==> src/rtl/psum_out_stage_pkg.sv <==
// Shared widths, FSM encoding and small helpers for the partial-sum output stage.
package psum_out_stage_pkg;
  localparam int PSUM_W_DEF = 32;
  localparam int BIAS_W_DEF = 16;
  localparam int OUT_W_DEF  = 8;
  localparam int SHIFT_W    = 5;

  typedef enum logic [1:0] {
    ST_IDLE  = 2'd0,
    ST_ACC   = 2'd1,
    ST_DRAIN = 2'd2
  } state_e;

  function automatic int clog2_min1(input int n);
    return (n > 1) ? $clog2(n) : 1;
  endfunction
endpackage

==> src/rtl/psum_out_stage_requant.sv <==
// Combinational requantiser: bias add, round-half-up arithmetic shift, ReLU + saturate.
module requant_relu
  import psum_out_stage_pkg::*;
#(
  parameter int PSUM_W = PSUM_W_DEF,
  parameter int BIAS_W = BIAS_W_DEF,
  parameter int OUT_W  = OUT_W_DEF
)(
  input  logic [PSUM_W-1:0]  i_psum,
  input  logic [BIAS_W-1:0]  i_bias,
  input  logic [SHIFT_W-1:0] i_shift,
  output logic [OUT_W-1:0]   o_act
);
  // Two guard bits keep psum + bias + rounding term free of overflow.
  localparam int EW = PSUM_W + 2;

  logic signed [EW-1:0] w_psum_x;
  logic signed [EW-1:0] w_bias_x;
  logic signed [EW-1:0] w_rnd;
  logic signed [EW-1:0] w_sum;
  logic signed [EW-1:0] w_shf;

  assign w_psum_x = {{2{i_psum[PSUM_W-1]}}, i_psum};
  assign w_bias_x = {{(EW-BIAS_W){i_bias[BIAS_W-1]}}, i_bias};
  assign w_rnd    = (i_shift == '0) ? '0 : (EW'(1) <<< (i_shift - SHIFT_W'(1)));
  assign w_sum    = w_psum_x + w_bias_x + w_rnd;
  assign w_shf    = w_sum >>> i_shift;

  always_comb begin
    o_act = w_shf[OUT_W-1:0];
    if (w_shf[EW-1])               o_act = '0;
    else if (|w_shf[EW-2:OUT_W])   o_act = '1;
  end
endmodule

==> src/rtl/psum_out_stage.sv <==
// Accumulates PE partial sums across channel groups, then drains them requantised.
module psum_out_stage
  import psum_out_stage_pkg::*;
#(
  parameter int PE_COLS    = 8,
  parameter int KERNEL_NUM = 2,
  parameter int PSUM_W     = PSUM_W_DEF,
  parameter int BIAS_W     = BIAS_W_DEF,
  parameter int OUT_W      = OUT_W_DEF,
  localparam int BA_W      = clog2_min1(KERNEL_NUM)
)(
  input  logic               clk,
  input  logic               rst_n,
  input  logic               in_valid,
  output logic               in_ready,
  input  logic [PSUM_W-1:0]  in_data,
  input  logic               first_grp,
  input  logic               last_grp,
  input  logic               bias_we,
  input  logic [BA_W-1:0]    bias_addr,
  input  logic [BIAS_W-1:0]  bias_data,
  input  logic [SHIFT_W-1:0] shift,
  output logic               out_valid,
  input  logic               out_ready,
  output logic [OUT_W-1:0]   out_data,
  output logic               busy,
  output logic               done
);
  localparam int DEPTH  = PE_COLS * KERNEL_NUM;
  localparam int IDX_W  = clog2_min1(DEPTH);
  localparam int COL_W  = clog2_min1(PE_COLS);
  localparam int BIAS_N = 1 << BA_W;

  state_e r_state, w_state_nx;

  logic [IDX_W-1:0]  r_widx, r_ridx, w_raddr;
  logic [COL_W-1:0]  r_rcol;
  logic [BA_W-1:0]   r_rk;
  logic              r_first, r_last, r_rd_done, r_ov, r_done;
  logic [OUT_W-1:0]  r_od;
  logic [PSUM_W-1:0] r_buf [DEPTH];
  logic [BIAS_W-1:0] r_bias [BIAS_N];

  logic              w_in_ready, w_acc_we, w_load, w_done_evt;
  logic              w_first_eff, w_last_eff, w_widx_end, w_ridx_end;
  logic [PSUM_W-1:0] w_rdata;
  logic [OUT_W-1:0]  w_act;

  // Group flags travel with word 0; later words use the latched copy.
  assign w_first_eff = (r_state == ST_IDLE) ? first_grp : r_first;
  assign w_last_eff  = (r_state == ST_IDLE) ? last_grp  : r_last;
  assign w_widx_end  = (r_widx == IDX_W'(DEPTH-1));
  assign w_ridx_end  = (r_ridx == IDX_W'(DEPTH-1));

  // Accumulate and drain never overlap, so one read port serves both.
  assign w_raddr = (r_state == ST_DRAIN) ? r_ridx : r_widx;
  assign w_rdata = r_buf[w_raddr];

  always_ff @(posedge clk or negedge rst_n) begin
    if (!rst_n) r_state <= ST_IDLE;
    else        r_state <= w_state_nx;
  end

  always_comb begin
    w_state_nx = r_state;
    w_in_ready = 1'b0;
    w_acc_we   = 1'b0;
    w_load     = 1'b0;
    w_done_evt = 1'b0;
    case (r_state)
      ST_IDLE, ST_ACC: begin
        w_in_ready = 1'b1;
        if (in_valid) begin
          w_acc_we = 1'b1;
          if (w_widx_end) begin
            if (w_last_eff) w_state_nx = ST_DRAIN;
            else begin
              w_state_nx = ST_IDLE;
              w_done_evt = 1'b1;
            end
          end else begin
            w_state_nx = ST_ACC;
          end
        end
      end
      ST_DRAIN: begin
        w_load = !r_rd_done && (!r_ov || out_ready);
        if (r_ov && out_ready && r_rd_done) begin
          w_state_nx = ST_IDLE;
          w_done_evt = 1'b1;
        end
      end
      default: w_state_nx = ST_IDLE;
    endcase
  end

  always_ff @(posedge clk) begin
    if (w_acc_we)
      r_buf[r_widx] <= w_first_eff ? in_data : w_rdata + in_data;
  end

  always_ff @(posedge clk or negedge rst_n) begin
    if (!rst_n) begin
      r_widx  <= '0;
      r_first <= 1'b0;
      r_last  <= 1'b0;
    end else if (w_acc_we) begin
      r_widx <= w_widx_end ? '0 : r_widx + IDX_W'(1);
      if (r_state == ST_IDLE) begin
        r_first <= first_grp;
        r_last  <= last_grp;
      end
    end
  end

  always_ff @(posedge clk or negedge rst_n) begin
    if (!rst_n) begin
      for (int i = 0; i < BIAS_N; i++) r_bias[i] <= '0;
    end else if (bias_we) begin
      r_bias[bias_addr] <= bias_data;
    end
  end

  requant_relu #(
    .PSUM_W (PSUM_W),
    .BIAS_W (BIAS_W),
    .OUT_W  (OUT_W)
  ) u_requant (
    .i_psum  (w_rdata),
    .i_bias  (r_bias[r_rk]),
    .i_shift (shift),
    .o_act   (w_act)
  );

  // Read side: column/kernel counters run beside the index to avoid a divider.
  always_ff @(posedge clk or negedge rst_n) begin
    if (!rst_n) begin
      r_ridx    <= '0;
      r_rcol    <= '0;
      r_rk      <= '0;
      r_rd_done <= 1'b0;
      r_ov      <= 1'b0;
      r_od      <= '0;
      r_done    <= 1'b0;
    end else begin
      r_done <= w_done_evt;
      if (w_load) begin
        r_od <= w_act;
        r_ov <= 1'b1;
        if (w_ridx_end) begin
          r_ridx    <= '0;
          r_rcol    <= '0;
          r_rk      <= '0;
          r_rd_done <= 1'b1;
        end else begin
          r_ridx <= r_ridx + IDX_W'(1);
          if (r_rcol == COL_W'(PE_COLS-1)) begin
            r_rcol <= '0;
            r_rk   <= r_rk + BA_W'(1);
          end else begin
            r_rcol <= r_rcol + COL_W'(1);
          end
        end
      end else if (out_ready) begin
        r_ov <= 1'b0;
      end
      if (w_done_evt && r_state == ST_DRAIN) r_rd_done <= 1'b0;
    end
  end

  assign in_ready  = w_in_ready;
  assign out_valid = r_ov;
  assign out_data  = r_od;
  assign busy      = (r_state != ST_IDLE);
  assign done      = r_done;
endmodule

==> config.mk <==
export PLATFORM = sky130hd
export DESIGN_NAME = psum_out_stage
export DESIGN_NICKNAME = d
export VERILOG_FILES = /design/src/rtl/psum_out_stage_pkg.sv /design/src/rtl/psum_out_stage_requant.sv /design/src/rtl/psum_out_stage.sv
export SDC_FILE = /design/constraint.sdc
export NUM_CORES = 1
export LEC_CHECK = 0
export CAP_MARGIN = 10
export CORE_MARGIN = 2
export CORE_UTILIZATION = 60
export DETAILED_ROUTE_END_ITERATION = 10
export HOLD_SLACK_MARGIN = 0.15
export PLACE_DENSITY_LB_ADDON = 0.3
export SLEW_MARGIN = 10
export SYNTH_ARGS = -nofsm -noshare
export SYNTH_HDL_FRONTEND = slang
export SYNTH_HIERARCHICAL = 1
export SYNTH_SLANG_ARGS = --single-unit
==> constraint.sdc <==
create_clock -name clk -period 15.1 [get_ports clk]
set_input_delay 4.53 -clock clk [delete_from_list [all_inputs] [get_ports clk]]
set_output_delay 4.53 -clock clk [all_outputs]
set_load 0.01 [all_outputs]
==> impl_metrics.tcl, run 1 <==
set metrics [dict create \
    cts_tree "yes" \
    netlist.area_leader.share_pct 52.0 \
    fin_crit_sh_pct 75.7 \
    route.vias.total 19600 \
    synth_top_flop_cell "edfxtp_1" \
    path_class "in2reg" \
    hold_violations 0 \
    core-area_um2 48700 \
    cap_viol_max_count 0 \
    hold_path.class "reg2reg" \
    drtPass1Iterations 6 \
    drc 0 \
    use_met1_pct 42.1 \
    antenna_cells 0 \
    top_usage_layer "met2" \
    synth_commonest_cells "edfxtp_1, nand2_1, mux4_2, inv_1, a21oi_1" \
    ant_nets 0 \
    root_buffer "clkbuf_16" \
    portBuffers 72 \
    gr-total-overflow 0 \
    regArea_um2 16900 \
    area_delta_synth_final_pct 11.5 \
    multiInputGateArea_um2 11900 \
    tns_ns 0 \
    report.final.slew_viol_count 0 \
    yosysMostFrequentCell "edfxtp_1" \
    clk_pin_slew_ns 0.07 \
    timing.clock.skew_ns 0.0313 \
    use_met2_pct 51.8 \
    die_area_um2 51000 \
    ys_seq_area_share_pct 57.0 \
    die_w_um 226 \
    gp_congestion 0.935 \
    io_pins 73 \
    grt_pass1_vias 19600 \
    synth_top_area_cell "edfxtp_1" \
    vias_per_cell 6.64 \
    wl_mm 77.5 \
    cts_made_buffers 57 \
    post_cts_buffers 0 \
    syn_avg_cell_area_um2 13.6 \
    worst_pin_slew_ns 1.10 \
    setup_violations 0 \
    ys_top_cells_by_area "edfxtp_1, mux4_2, dfrtp_1, nand2_1, ha_1" \
    ctsHoldBuffers 0 \
    num_rows 81 \
    antenna_found_initial 2 \
    cts_sinks 571 \
    crit_path_end_kind "register" \
    drt_iter0_drc 2206 \
    synthCells 2165 \
    fmax_mhz 87.5 \
    use_met3_pct 4.68 \
    grt_max_degree 132 \
    fillers 3306 \
    grt_pass1_wl_mm 118 \
    start_kind "primary input" \
    grt.total_usage_pct 31.1 \
    cts_resized 0 \
    required_ns 15.67 \
    synth.cell_area_um2 29500 \
    yosysUniqueCellTypes 103 \
    synthArstFlopShare_pct 10.3 \
    path_max_fanout 19 \
    htreeDepth 2 \
    ys_ff_latch 571 \
    min_period_ns 11.42 \
    crit_arrival_ns 11.99 \
    final_nets 2405 \
    clock_path_buffers 3 \
    status "finished, final reports clean" \
    max_slew_margin_pct 26.9 \
    drive_gt1_share_pct 17.2 \
    yosys_warnings 6 \
    place_hpwl_mm 48.9 \
    start_util_pct 60.6 \
    synth_edf_count 512 \
    final_core_util_pct 67.6 \
    whs_ns 0.480 \
    rsz0062_at_grt "no" \
    insertion_delay_ns 0.63 \
    die_h_um 226 \
    wl_per_cell_um 26.3 \
    synth_fp_nets 2334 \
]
[critical path, stage by stage]
cell	delay, ns
clkdlybuf4s50_1	0.76
clkinv_1	0.61
nor2_1	0.75
nand3_1	0.20
fa_1	0.51
inv_1	0.04
ha_1	0.63
nand2_1	0.15
o21bai_1	0.36
o21ai_0	0.19
a2111oi_2	0.67
nor2_2	0.13
xnor2_1	0.19
mux4_2	0.50
nand2b_1	0.11
nor4_1	0.06
o22ai_1	0.62
a21boi_0	0.42
a221oi_1	0.39
nand2_1	0.09
nand2_1	0.06
[path summary, 6_finish.rpt]
| check | startpoint | endpoint | slack, ns | cells after the start |
|---|---|---|---|---|
| max in group asynchronous | rst_n | r_bias[12] | 10.55 | 2 |
| setup / recovery | shift[3] | out_data[5] | 3.68 | 21 |
| min in group asynchronous | rst_n | r_bias[31] | 4.04 | 2 |
| hold reg to reg | out_data[5] | out_data[5] | 0.48 | 2 |
| hold / removal | out_data[5] | out_data[5] | 0.48 | 2 |
| setup reg to reg | r_state[0] | out_data[5] | 6.10 | 23 |
[stage by stage]
stage	cells	instance area, um^2	setup WS, ns
after floorplan	2165	29500	5.52
after global placement	2841	31100	3.43
after detailed placement	2841	31100	3.30
after CTS	2946	32900	3.94
after global routing	2946	32900	3.29
final	2946	32900	3.68
[cell type report]
| class | count | area share [%] |
|---|---|---|
| Sequential cell | 571 | 51.2 |
| Multi-Input combinational cell | 1364 | 36.1 |
| Clock buffer | 70 | 4.48 |
| Timing Repair Buffer | 126 | 3.44 |
| Tap cell | 664 | 2.52 |
| Inverter | 116 | 1.32 |
| Clock inverter | 35 | 0.984 |
[state kept, by name, indices dropped and copies added (netlist names)]
register   count
r_rd_done      1
r_bias        32
out_data       8
r_state        2
r_ridx         4
r_widx         4
r_last         1
r_rcol         3
out_valid      1
done           1
r_rk           1
r_first        1
r_buf        512
[cell usage in the layout, fill, tap and decap left out, drive strengths merged, types with 25 or more instances in the layout]
master	count
a211oi	53
clkbuf	70
nand3	45
mux2	59
a21oi	92
mux4	139
o21ai	83
clkdlybuf4s50	71
fa	35
buf	55
inv	119
xnor2	35
mux2i	27
a21o	25
nor2	84
nand2	247
edfxtp	512
dfrtp	59
clkinv	26
ha	73
a31oi	46
and2	45
[metal layers]
| metal | routed length (um) | part of all wire, % |
|---|---|---|
| met3 | 6100 | 7.9 |
| met5 | 24 | 0.031 |
| met1 | 30600 | 39 |
| met2 | 38300 | 49 |
| met4 | 2450 | 3.2 |
[cell families after synthesis]
kind of cell / after synthesis / share of synthesized area (%)
AND/OR/NAND/NOR: 542 / 8.65
buffers and inverters: 230 / 3.21
AO/OA/AOI/OAI: 430 / 10.1
other: 2 / 0.0254
XOR/XNOR: 57 / 1.69
multiplexers: 225 / 13.8
adder cells (fa/ha/maj): 108 / 5.46
flip-flops: 571 / 57.0
Power of run 1 is not shown: default switching activity piles up to over one toggle a cycle in this logic, so the estimate is an artifact.
==> run 2, diff against run 1 <==
--- a/config.mk
+++ b/config.mk
@@ -7,7 +7,7 @@
 export LEC_CHECK = 0
 export CAP_MARGIN = 10
 export CORE_MARGIN = 2
-export CORE_UTILIZATION = 60
+export CORE_UTILIZATION = 57
 export DETAILED_ROUTE_END_ITERATION = 10
 export HOLD_SLACK_MARGIN = 0.15
 export PLACE_DENSITY_LB_ADDON = 0.3
==> constraint.sdc (replaced) <==
create_clock -name clk -period 9.5 [get_ports clk]
set_input_delay 2.85 -clock clk [delete_from_list [all_inputs] [get_ports clk]]
set_output_delay 2.85 -clock clk [all_outputs]
set_load 0.01 [all_outputs]
==> impl_metrics.tcl, run 2 (synthesis gave the netlist of run 1 again) <==
set metrics [dict create \
    wl_per_cell_um 25.6 \
    cts_tree "yes" \
    crit_path_frequent_cell "nand2_1" \
    max_slew_margin_pct 25.6 \
    crit_path_end_kind "register" \
    start_kind "primary input" \
    htreeDepth 2 \
    grt.total_usage_pct 28.9 \
    die_h_um 232 \
    cpMaxStageDelayCell "nor3_1" \
    hold_path.class "reg2reg" \
    rsz0062_at_grt "no" \
    insertion_delay_ns 0.65 \
    regMostFlops "r_buf" \
    min_period_ns 8.56 \
    grt_max_degree 77 \
    path_max_fanout 11 \
    portBuffers 72 \
    layout_commonest_cell "edfxtp_1" \
    clk_pin_slew_ns 0.06 \
    cap_viol_max_count 0 \
    io_pins 73 \
    cts_sinks 571 \
    core-area_um2 51300 \
    root_buffer "clkbuf_16" \
    cts_resized 0 \
    layout_common_cells "edfxtp_1, nand2_1, mux4_2" \
    fmax_mhz 117 \
    vias_per_cell 6.51 \
    regArea_um2 16900 \
    drt_iter0_drc 1979 \
    route.vias.total 19500 \
    fin_crit_sh_pct 90.1 \
    final_nets 2434 \
    worst_pin_slew_ns 1.11 \
    crit_path_max_incr_delay_ns 0.67 \
    required_ns 10.02 \
    status "finished, final reports clean" \
    grt_pass1_vias 19600 \
    hold_violations 0 \
    post_cts_buffers 0 \
    num_rows 83 \
    tns_ns 0 \
    report.final.slew_viol_count 0 \
    setup_violations 0 \
    antenna_found_initial 0 \
    die_area_um2 53700 \
    multiInputGateArea_um2 11900 \
    wl_mm 76.7 \
    drc 0 \
    timing.clock.skew_ns 0.0419 \
    area_delta_synth_final_pct 12.7 \
    largest_reg_flops 512 \
    antenna_cells 0 \
    place_hpwl_mm 48.6 \
    path_class "in2reg" \
    drive_gt1_share_pct 18.2 \
    ctsHoldBuffers 0 \
    cts_made_buffers 58 \
    ant_nets 0 \
    gr-total-overflow 0 \
    start_util_pct 57.6 \
    clock_path_buffers 3 \
    fillers 3660 \
    drtPass1Iterations 5 \
    cp_cell_sequence "clkdlybuf4s50_1 > clkinv_1 > buf_4 > nor3_1 > nand2_1 > fa_1 > inv_1 > ha_1 > a21oi_1 > o21ai_0 > nand2_1 > a2111oi_2 > nor2_2 > xnor2_1 > mux4_2 > nand2b_1 > nor4_1 > o22ai_1 > buf_4 > a21boi_0 > a221oi_1 > nand2_1 > nand2_1" \
    crit_arrival_ns 9.08 \
    grt_pass1_wl_mm 116 \
    gp_congestion 0.965 \
    die_w_um 232 \
]
==> run 2: changes by cell type in the layout (fill, tap and decap cells not counted), sizes merged <==
| cell | delta |
|---|---|
| clkbuf | +4 |
| clkinv | -2 |
| inv | -1 |
| buf | +28 |
==> run 2: metal layers <==
| metal | routed length, um | up-vias | GRT usage (%) |
|---|---|---|---|
| met4 | 2680 | 0 | 10.6 |
| li1 | - | 8521 | - |
| met1 | 31400 | 9985 | 39.3 |
| met5 | 0 | - | 0 |
| met2 | 37700 | 792 | 48.4 |
| met3 | 4860 | 169 | 3.51 |
==> run 2: path summary, 6_finish.rpt <==
path                             from     endpoint  slack [ns]  cells past startpoint
max                          shift[3]  out_data[2]        0.94                     23
min                           r_first      r_first        0.48                      2
max reg2reg                r_state[0]  out_data[2]        1.14                     25
min reg2reg                   r_first      r_first        0.48                      2
max in group asynchronous       rst_n  out_data[3]        6.65                      2
min in group asynchronous       rst_n    r_bias[0]        2.36                      2
==> run 2: cell type report <==
type | count | area share [%]
sequential | 571 | 50.6
timing repair buffer | 154 | 4.11
clock inverter | 32 | 1.03
multi-input combinational | 1364 | 35.7
clock buffer | 74 | 4.63
tap | 680 | 2.56
inverter | 116 | 1.31
==> run 2: critical path: cells and delay by family <==
kind / cells / cell delay, ns
xor+xnor: 1 / 0.29
compound gates: 6 / 1.84
mux: 1 / 0.32
simple gates: 8 / 1.73
buf+inv: 5 / 1.12
fa+ha+maj: 2 / 0.90
==> run 2: through the flow <==
step / setup WS [ns] / instance area, um^2 / std cells / hold WS (ns) / utilization (%)
floorplan: 1.60 / 29500 / 2165 / 0.442 / -
global placement: 0.470 / 31400 / 2884 / 0.457 / 61.2
detailed placement: 0.466 / 31400 / 2884 / 0.464 / 61.2
CTS: 1.11 / 33300 / 2990 / 0.478 / 64.9
global route: 0.528 / 33300 / 2991 / 0.514 / 64.9
finish: 0.944 / 33300 / 2991 / 0.477 / 64.9
Power of run 2 is left out for the same reason.
